[config.mk]
export PLATFORM = sky130hd
export DESIGN_NAME = jmb_scanline_ctrl
export DESIGN_NICKNAME = d
export VERILOG_FILES = /design/src/rtl/jmb_pkg.sv /design/src/rtl/jmb_sync_fifo.sv /design/src/rtl/jmb_scanline_ctrl.sv
export SDC_FILE = /design/constraint.sdc
export NUM_CORES = 1
export LEC_CHECK = 0
export CORE_ASPECT_RATIO = 0.75
export CORE_UTILIZATION = 45
export DETAILED_ROUTE_END_ITERATION = 8
export PLACE_DENSITY = 0.66
export REMOVE_ABC_BUFFERS = 1
export SYNTH_ARGS = -nofsm -noshare
export SYNTH_HDL_FRONTEND = slang
export SYNTH_SLANG_ARGS = --single-unit
[constraint.sdc]
create_clock -name clock -period 3.2 [get_ports clock]
set_clock_uncertainty 0.05 [all_clocks]
set_input_delay 0.64 -clock clock [delete_from_list [all_inputs] [get_ports clock]]
set_output_delay 0.64 -clock clock [all_outputs]
set_load 0.01 [all_outputs]
[src/rtl/jmb_pkg.sv]
// Shared definitions for the scanline controller: configuration register map
// and sequencer state encoding.
package jmb_pkg;

  localparam logic [2:0] CFG_SHIFT  = 3'd0;
  localparam logic [2:0] CFG_CO_A   = 3'd1;
  localparam logic [2:0] CFG_CO_B   = 3'd2;
  localparam logic [2:0] CFG_CO_C   = 3'd3;
  localparam logic [2:0] CFG_LWIDTH = 3'd4;
  localparam logic [2:0] CFG_LCOUNT = 3'd5;

  typedef enum logic [1:0] {
    IDLE   = 2'd0,
    PRIME  = 2'd1,
    FILTER = 2'd2,
    DRAIN  = 2'd3
  } state_t;

endpackage

[src/rtl/jmb_sync_fifo.sv]
// Registered synchronous FIFO with occupancy count; the head is presented
// from storage (no fall-through) and reads as zero while empty.
module jmb_sync_fifo #(
  parameter int WIDTH = 8,
  parameter int DEPTH = 4
) (
  input  logic                         clock,
  input  logic                         reset_n,
  input  logic                         push,
  input  logic [WIDTH-1:0]             push_data,
  input  logic                         pop,
  output logic [WIDTH-1:0]             pop_data,
  output logic [$clog2(DEPTH+1)-1:0]   count,
  output logic                         full,
  output logic                         empty
);

  localparam int PTR_W = (DEPTH > 1) ? $clog2(DEPTH) : 1;
  localparam int CNT_W = $clog2(DEPTH + 1);
  localparam logic [PTR_W-1:0] PTR_LAST = PTR_W'(DEPTH - 1);
  localparam logic [CNT_W-1:0] CNT_FULL = CNT_W'(DEPTH);
  localparam logic [CNT_W-1:0] CNT_ONE  = CNT_W'(1);

  logic [WIDTH-1:0] mem [DEPTH];
  logic [PTR_W-1:0] wr_ptr;
  logic [PTR_W-1:0] rd_ptr;
  logic             do_push;
  logic             do_pop;

  assign empty    = (count == '0);
  assign full     = (count == CNT_FULL);
  assign do_pop   = pop && !empty;
  // A push into a full FIFO is still taken when a pop frees the slot this cycle.
  assign do_push  = push && (!full || do_pop);
  assign pop_data = empty ? '0 : mem[rd_ptr];

  always_ff @(posedge clock) begin
    if (do_push) begin
      mem[wr_ptr] <= push_data;
    end
  end

  always_ff @(posedge clock or negedge reset_n) begin
    if (!reset_n) begin
      wr_ptr <= '0;
      rd_ptr <= '0;
      count  <= '0;
    end else begin
      if (do_push) begin
        wr_ptr <= (wr_ptr == PTR_LAST) ? '0 : wr_ptr + PTR_W'(1);
      end
      if (do_pop) begin
        rd_ptr <= (rd_ptr == PTR_LAST) ? '0 : rd_ptr + PTR_W'(1);
      end
      case ({do_push, do_pop})
        2'b10:   count <= count + CNT_ONE;
        2'b01:   count <= count - CNT_ONE;
        default: count <= count;
      endcase
    end
  end

endmodule

[src/rtl/jmb_scanline_ctrl.sv]
// Frame sequencer for jmb_scanline_filter: holds filter configuration, walks
// each line through prime/filter phases under credit flow control, and
// buffers tagged results in an output FIFO.
module jmb_scanline_ctrl
  import jmb_pkg::*;
#(
  parameter int PIX_W      = 8,
  parameter int DIM_W      = 12,
  parameter int PRIME_PIX  = 2,
  parameter int FILTER_LAT = 2,
  parameter int FIFO_DEPTH = 4
) (
  input  logic             clock,
  input  logic             reset_n,
  input  logic             cfg_we,
  input  logic [2:0]       cfg_addr,
  input  logic [15:0]      cfg_wdata,
  input  logic             start,
  output logic             busy,
  output logic             done,
  output logic             err,
  input  logic [PIX_W-1:0] in_pixel,
  input  logic             in_valid,
  output logic             in_ready,
  output logic [PIX_W-1:0] out_pixel,
  output logic             out_valid,
  input  logic             out_ready,
  output logic             out_eol,
  output logic             out_eof,
  output logic             f_enable,
  output logic             f_pixel_wr,
  output logic             f_pixel_filter,
  output logic [PIX_W-1:0] f_pixel_in,
  output logic [7:0]       f_shift,
  output logic [7:0]       f_co_A,
  output logic [7:0]       f_co_B,
  output logic [7:0]       f_co_C,
  input  logic [PIX_W-1:0] f_pixel_out,
  input  logic             f_valid
);

  localparam int CNT_W = $clog2(FIFO_DEPTH + 1);
  localparam logic [DIM_W-1:0] DIM_ONE    = DIM_W'(1);
  localparam logic [DIM_W-1:0] PRIME_MIN  = DIM_W'(PRIME_PIX);
  localparam logic [DIM_W-1:0] PRIME_LAST = DIM_W'(PRIME_PIX - 1);
  localparam logic [CNT_W-1:0] CNT_ONE    = CNT_W'(1);
  localparam logic [CNT_W:0]   DEPTH_LIM  = (CNT_W + 1)'(FIFO_DEPTH);

  if (FIFO_DEPTH < FILTER_LAT + 1) begin : g_depth_check
    $error("FIFO_DEPTH must cover the filter latency plus one");
  end

  state_t state;
  state_t next_state;

  logic [7:0]       sh_shift, sh_co_a, sh_co_b, sh_co_c;
  logic [DIM_W-1:0] sh_width, sh_count;
  logic [7:0]       act_shift, act_co_a, act_co_b, act_co_c;
  logic [DIM_W-1:0] act_width, act_count;

  logic [DIM_W-1:0] col, row, out_col, out_row;
  logic [DIM_W-1:0] out_per_line;
  logic [CNT_W-1:0] inflight, fifo_count;
  logic [CNT_W:0]   credit_used;
  logic [PIX_W-1:0] fifo_head;
  logic             fifo_full, fifo_empty;
  logic             streaming, credit_ok, cfg_ok;
  logic             start_ok, start_bad, done_next;
  logic             push, pop, overflow;
  logic             inflight_inc, inflight_dec;
  logic             col_last, row_last, out_line_last;
  logic             unused_cfg_bits;

  assign unused_cfg_bits = ^cfg_wdata;

  assign busy        = (state != IDLE);
  assign streaming   = (state == PRIME) || (state == FILTER);
  assign credit_used = {1'b0, fifo_count} + {1'b0, inflight};
  assign credit_ok   = (credit_used < DEPTH_LIM);
  assign in_ready    = streaming && credit_ok;
  assign f_enable    = in_valid && in_ready;
  assign f_pixel_in  = f_enable ? in_pixel : '0;
  assign f_pixel_wr  = streaming;
  assign f_pixel_filter = (state == FILTER);

  assign f_shift = act_shift;
  assign f_co_A  = act_co_a;
  assign f_co_B  = act_co_b;
  assign f_co_C  = act_co_c;

  assign cfg_ok   = (sh_width > PRIME_MIN) && (sh_count != '0);
  assign col_last = (col == act_width - DIM_ONE);
  assign row_last = (row == act_count - DIM_ONE);

  // Results arriving while idle belong to an aborted frame and are discarded.
  assign push         = f_valid && (state != IDLE);
  assign pop          = out_valid && out_ready;
  assign overflow     = push && fifo_full && !pop;
  assign inflight_inc = f_enable && (state == FILTER);
  assign inflight_dec = push && (inflight != '0);

  assign out_valid     = !fifo_empty;
  assign out_pixel     = fifo_head;
  assign out_per_line  = act_width - PRIME_MIN;
  assign out_line_last = (out_col == out_per_line - DIM_ONE);
  assign out_eol       = out_valid && out_line_last;
  assign out_eof       = out_eol && (out_row == act_count - DIM_ONE);

  jmb_sync_fifo #(
    .WIDTH (PIX_W),
    .DEPTH (FIFO_DEPTH)
  ) u_out_fifo (
    .clock     (clock),
    .reset_n   (reset_n),
    .push      (push),
    .push_data (f_pixel_out),
    .pop       (pop),
    .pop_data  (fifo_head),
    .count     (fifo_count),
    .full      (fifo_full),
    .empty     (fifo_empty)
  );

  always_ff @(posedge clock or negedge reset_n) begin
    if (!reset_n) begin
      state <= IDLE;
    end else begin
      state <= next_state;
    end
  end

  // The frame ends on the pop of its last result, so done and the fall of
  // busy land together in the following cycle.
  always_comb begin
    next_state = state;
    start_ok   = 1'b0;
    start_bad  = 1'b0;
    done_next  = 1'b0;
    case (state)
      IDLE: begin
        if (start) begin
          if (cfg_ok) begin
            start_ok   = 1'b1;
            next_state = PRIME;
          end else begin
            start_bad  = 1'b1;
          end
        end
      end
      PRIME: begin
        if (f_enable && (col == PRIME_LAST)) begin
          next_state = FILTER;
        end
      end
      FILTER: begin
        if (f_enable && col_last) begin
          next_state = row_last ? DRAIN : PRIME;
        end
      end
      DRAIN: begin
        if ((inflight == '0) && (fifo_empty || (pop && (fifo_count == CNT_ONE)))) begin
          next_state = IDLE;
          done_next  = 1'b1;
        end
      end
      default: next_state = IDLE;
    endcase
  end

  always_ff @(posedge clock or negedge reset_n) begin
    if (!reset_n) begin
      sh_shift <= '0;
      sh_co_a  <= '0;
      sh_co_b  <= '0;
      sh_co_c  <= '0;
      sh_width <= '0;
      sh_count <= '0;
    end else if (cfg_we) begin
      case (cfg_addr)
        CFG_SHIFT:  sh_shift <= cfg_wdata[7:0];
        CFG_CO_A:   sh_co_a  <= cfg_wdata[7:0];
        CFG_CO_B:   sh_co_b  <= cfg_wdata[7:0];
        CFG_CO_C:   sh_co_c  <= cfg_wdata[7:0];
        CFG_LWIDTH: sh_width <= cfg_wdata[DIM_W-1:0];
        CFG_LCOUNT: sh_count <= cfg_wdata[DIM_W-1:0];
        default: ;
      endcase
    end
  end

  always_ff @(posedge clock or negedge reset_n) begin
    if (!reset_n) begin
      act_shift <= '0;
      act_co_a  <= '0;
      act_co_b  <= '0;
      act_co_c  <= '0;
      act_width <= '0;
      act_count <= '0;
      col       <= '0;
      row       <= '0;
      out_col   <= '0;
      out_row   <= '0;
      inflight  <= '0;
      done      <= 1'b0;
      err       <= 1'b0;
    end else begin
      done <= done_next;
      err  <= err | start_bad | overflow;
      if (start_ok) begin
        act_shift <= sh_shift;
        act_co_a  <= sh_co_a;
        act_co_b  <= sh_co_b;
        act_co_c  <= sh_co_c;
        act_width <= sh_width;
        act_count <= sh_count;
        col       <= '0;
        row       <= '0;
        out_col   <= '0;
        out_row   <= '0;
        inflight  <= '0;
      end else begin
        if (f_enable) begin
          if ((state == FILTER) && col_last) begin
            col <= '0;
            row <= row + DIM_ONE;
          end else begin
            col <= col + DIM_ONE;
          end
        end
        case ({inflight_inc, inflight_dec})
          2'b10:   inflight <= inflight + CNT_ONE;
          2'b01:   inflight <= inflight - CNT_ONE;
          default: inflight <= inflight;
        endcase
        if (pop) begin
          if (out_line_last) begin
            out_col <= '0;
            out_row <= out_row + DIM_ONE;
          end else begin
            out_col <= out_col + DIM_ONE;
          end
        end
      end
    end
  end

endmodule
# Word level (Yosys, flattened, before mapping)
# Memories as Yosys holds them, arrays and structs flattened.
# Cells that the tools add are included.
[totals]
regBits = 174
ramBits = 32
output_inout_bits = 58
elab_cells = 151
memories = 1
[op_classes]
addsub = 15
n_lt_le_gt_ge = 2
n_eq_ne = 26
n_mux = 36
n_bitwise = 2
n_reduce_logical = 46
[mem_list]
columns = ["memory", "words", "width", "rd", "rd_clocked_by_memory_dff", "wr", "line_no", "source"]
rows = [
  ["u_out_fifo.mem", 4, 8, 1, 0, 1, "jmb_sync_fifo.sv:24", "logic [WIDTH-1:0] mem [DEPTH];"],
]
[ops]
columns = ["cell", "n"]
rows = [
  ["$mux 12", 12],
  ["$add 12x1->12 const B", 4],
  ["$eq 12x12->1", 4],
  ["$sub 12x1->12 const B", 3],
  ["$logic_and 1x1->1", 18],
  ["$mux 2", 8],
  ["$mux 8", 2],
  ["$reduce_and 2->1", 8],
  ["$eq 12x1->1 const B", 1],
  ["$eq 2x2->1 const B", 6],
  ["$gt 12x2->1 const B", 1],
  ["$pmux 3 s2", 2],
  ["$reduce_bool 12->1", 1],
  ["$reduce_bool 2->1", 6],
  ["$sub 12x2->12 const B", 1],
  ["$mux 1", 10],
  ["$eq 3x3->1 const B", 3],
  ["$logic_not 3->1", 3],
  ["$pmux 2 s4", 1],
  ["$add 3x1->3 const B", 2],
  ["$eq 2x1->1 const B", 3],
  ["$eq 3x1->1 const B", 2],
  ["$eq 3x2->1 const B", 2],
  ["$ne 2x2->1 const B", 3],
  ["12 further kinds", 21],
]

# Longest topological paths before layout
[logic_depth]
depth_word = 8
ltp_mapped = 12
mapped_depth_nobuf = 12

# Cells and area by module
# A second synthesis with hierarchy kept.
[hier_totals]
hier_cells = 1018
area_unflattened_um2 = 10472.5
[by_module_without_submodules]
columns = ["module", "instances", "cells_per_inst", "area_per_inst_um2", "seq_area_each_um2"]
rows = [
  ["jmb_scanline_ctrl", 1, 928, 8799.7, 4179.0],
  ["jmb_sync_fifo", 1, 90, 1672.9, 1136.1],
]

# Least setup slack after synthesis
# Ideal clock, no wire load.
[synth_timing]
kind = "reg2out"
from = "reg act_width[1]"
to = "out out_eof"
arrival_time_ns = 3.027
setup_slack_ns = -0.517
path_stages_with_launch = 11
n_path_buf = 3
path_cell_list = "dfrtp_1 > ha_1 > or3b_1 > a221oi_1 > a21oi_1 > or4_1 > buf_2 > or3_1 > buf_2 > buf_2 > nor4_1"
[synth_between]
elab_chain_cells = 5
[synth_rtl]
columns = ["item", "line_no", "source"]
rows = [
  ["from (decl)", "jmb_scanline_ctrl.sv:59", "logic [DIM_W-1:0] act_width, act_count;"],
  ["from (signal assigned)", "jmb_scanline_ctrl.sv:214", "act_width <= sh_width;"],
  ["$sub 12x2->12", "jmb_scanline_ctrl.sv:104", "assign out_per_line = act_width - PRIME_MIN;"],
  ["$sub 12x1->12", "jmb_scanline_ctrl.sv:105", "assign out_line_last = (out_col == out_per_line - DIM_ONE);"],
  ["$eq 12x12->1", "jmb_scanline_ctrl.sv:105", ""],
  ["$logic_and 1x1->1", "jmb_scanline_ctrl.sv:106", "assign out_eol = out_valid && out_line_last;"],
  ["$logic_and 1x1->1", "jmb_scanline_ctrl.sv:107", "assign out_eof = out_eol && (out_row == act_count - DIM_ONE);"],
  ["to (decl)", "jmb_scanline_ctrl.sv:29", "output logic out_eof,"],
]
# No other way between the ends.

# Final worst setup path
[layout_timing]
from = "reg act_width[0]"
to = "out out_eof"
# Same word-level chain as after synthesis.

==> impl_metrics.csv <==
group,metric,value,unit
global_route,grt_pass1_vias,7764,
clock_network,worst_skew_pair.late_latency,0.51,ns
synth,synth_top_cell_by_area,"dfrtp_1",
clock_network,cts_tree,"yes",
detailed_routing,drt_iter0_drc,584,
setup_path,required,2.51,ns
sta,grt_setup_unrepaired,"yes",
power,power_frac_seq,32.7,%
clock_network,cts_made_buffers,22,
detailed_routing,routedWlPerCell,17.02,um
setup_path,worst_setup_path_start_kind,"flop",
setup_path,reg2reg_depth,10,
sta,hold_slack,0.07648,ns
synth,syn_avg_cell_area,10.29,um2
sta,tightest_slew,0.6659,ns
detailed_routing,vias,7975,
setup_path,r2r_setup_slack,0.05,ns
die,die_w,176.5,um
sta,hold_violations,0,
synth,async_reset_ff_share,84.47,%
synth,ys_top_cells_by_area,"dfrtp_1, edfxtp_1, nand2_1",
die,die_h,132.9,um
synth,yosysSeqAreaShare,51.71,%
cells_and_area,nets,1237,
placed_design,hpwlAfterDp,17560,um
global_route,antenna_found_initial,0,
setup_path,arrival,3.03,ns
placed_design,pre_cts_slack,-0.7376,ns
synth,yosys_register_bits,206,
synth,netlist_instances,999,
setup_path,end_kind,"output port",
synth,synth_top_area_share,42.36,%
run_status,violations,"negative setup slack",
detailed_routing,dr.pass1.iters,5,
die,coreArea,22230,um2
global_route,grt_max_degree,61,
global_route,grt_pass1_wl,41170,um
die,ios,100,
setup_path,cp_max_fo,4,
cells_and_area,diodes,0,
synth,synth.distinct_cells,58,
global_route,grt_usage,21.99,%
power,pwr-share-comb,43.9,%
power,switching_share,35.03,%
detailed_routing,drtAntennaViolNets,0,
cells_and_area,final_cell_mix,"nand2_1, dfrtp_1, buf_4",
run_status,outcome,"complete, but fails checks",
setup_path,rr_endpoint,"out_row[10]",
power,power_density,913.1,nW/um2
detailed_routing,finalWirelength,25180,um
sta,fmax,268.7,MHz
sta,relSlewSlack,55.40,%
clock_network,clk_pin_slew,0.06,ns
power,clkPwrFrac,23.5,%
die,die_area,23460,um2
clock_network,clock-sinks,206,
sta,finalCritPeriodShare,116.3,%
setup_path,reg2reg_from,"act_width[0]",
sta,post-route-min-period,3.721,ns
sta,slew_violations,0,
synth,syn_area,10280,um2
clock_network,cts_root_buf,"clkbuf_16",
power,p_sw,4.223,mW
detailed_routing,drc_errors,0,
cells_and_area,syn_to_final_growth,28.47,%
power,ir_drop,0.4853,mV
synth,synthFlopType,"dfrtp_1",
global_route,gr-total-overflow,0,
sta,worst_slack,-0.5210,ns
setup_path,crit_type,"flop to output port",
clock_network,cts_buffer_depth,3,
min_path,hold_class,"primary input to async pin",
detailed_routing,via_per_inst,5.389,
flow_run,max_cap_violations,0,
die,start_util,46.24,%
placed_design,port-buffer-count,95,
clock_network,htree_num_levels,1,
cells_and_area,layout_commonest_cell,"nand2_1",
power,leakagePower,5.810,nW
synth,synth_edf_count,32,
cells_and_area,layout-drive-gt1-share,20.40,%
sta,setup_viol,2,
die,num_rows,47,
synth,synth_warnings,0,
power,internal_power,7.834,mW
placed_design,globalplace.congestion,0.8302,
[synth_stat cells, drive strengths merged, types with 14 or more instances]
cell type and instances:
edfxtp 32, clkbuf 40, and2 25, inv 22, nand2 212, mux2 58, ha 24, nand3 30
xor2 33, nor3 20, o21ai 25, a21oi 32, and3 14, nor4 24, xnor2 49, dfrtp 174
or3 18, nor2 44
[worst max-delay path, stage by stage (launching register included)]
cell       delay (ns)
dfrtp_1          0.42
ha_4             0.18
nor3_2           0.26
and3_1           0.20
o2111ai_1        0.12
or4_4            0.54
or3_4            0.43
nor4_2           0.14
buf_4            0.15
buf_6            0.09
[state kept, by name, summed over array words and instances, names as in the netlist, 3 cells and up]
| name | flops |
|---|---|
| sh_co_c | 8 |
| f_co_A | 8 |
| sh_co_b | 8 |
| row | 12 |
| u_out_fifo.mem | 32 |
| f_shift | 8 |
| act_width | 12 |
| inflight | 3 |
| sh_width | 12 |
| f_co_B | 8 |
| sh_shift | 8 |
| out_row | 12 |
| col | 12 |
| u_out_fifo.count | 3 |
| out_col | 12 |
| f_co_C | 8 |
| sh_co_a | 8 |
| sh_count | 12 |
| act_count | 12 |
[power by group through the flow]
stage | Sequential (mW) | Combinational (mW) | Clock (mW)
6_report | 3.94 | 5.29 | 2.83
5_1_grt | 4.03 | 5.81 | 3.00
4_1_cts | 3.93 | 5.21 | 2.88
3_5_place_dp | 3.99 | 5.00 | 0
3_3_place_gp | 3.97 | 4.89 | 0
2_1_floorplan | 4.06 | 2.61 | 0
[how the worst max path moves through the flow]
| stage | to | slack [ns] | from | depth (start not counted) |
|---|---|---|---|---|
| floorplan | out_eof | -0.59 | act_width[0] | 7 |
| global placement | out_eof | -0.70 | act_width[0] | 9 |
| detailed placement | out_eof | -0.74 | act_width[0] | 9 |
| CTS | out_eof | -0.67 | act_width[0] | 9 |
| global route | out_eof | -0.62 | act_width[1] | 10 |
| finish | out_eof | -0.52 | act_width[0] | 9 |
[final cells by class]
class                   instances  area (um2)
inverters                      23       87.58
clock buffers                  31       691.9
flip-flops and latches        206        5316
well taps                     294       367.9
multi-input cells             720        4802
repair buffers                197        1804
fillers                      1870        9024
clock inverters                 9       135.1
[per-stage QoR]
step	setup TNS, ns	total power, mW	cells	utilization (%)	cell area [um2]
floorplan	-2.031	6.669	949	-	10080
global placement	-1.395	8.856	1428	54.55	12130
detailed placement	-1.741	8.985	1428	54.55	12130
CTS	-1.472	12.02	1479	59.10	13140
global route	-1.345	12.84	1480	59.41	13210
finish	-1.012	12.06	1480	59.41	13210
[layer usage]
metal	wire, um	share of wire [%]	GRT usage [%]	up-vias
met2	10760	43	32.44	180
met5	0	0	0	-
met1	12940	51	34.15	3952
met4	413	1.6	4.358	0
li1	-	-	-	3818
met3	1072	4.3	3.276	25
[cell families after synthesis]
logic type,synth area share [%]
fa+ha+maj,3.116
flops,51.71
simple gates,20.60
compound gates,6.220
buf+inv,2.775
mux,8.594
xor+xnor,6.987
[repair_timing]
| item | in CTS | in global routing |
|---|---|---|
| pin swaps | 12 | 6 |
| gates resized for setup | 38 | 15 |
| setup buffers | 10 | 1 |
| gates cloned | 1 | 0 |
| hold buffers | 0 | 0 |
| endpoints found under the setup margin | 33 | 33 |
| hold endpoints to repair | 0 | 0 |
(Power assumes the default switching activity.)
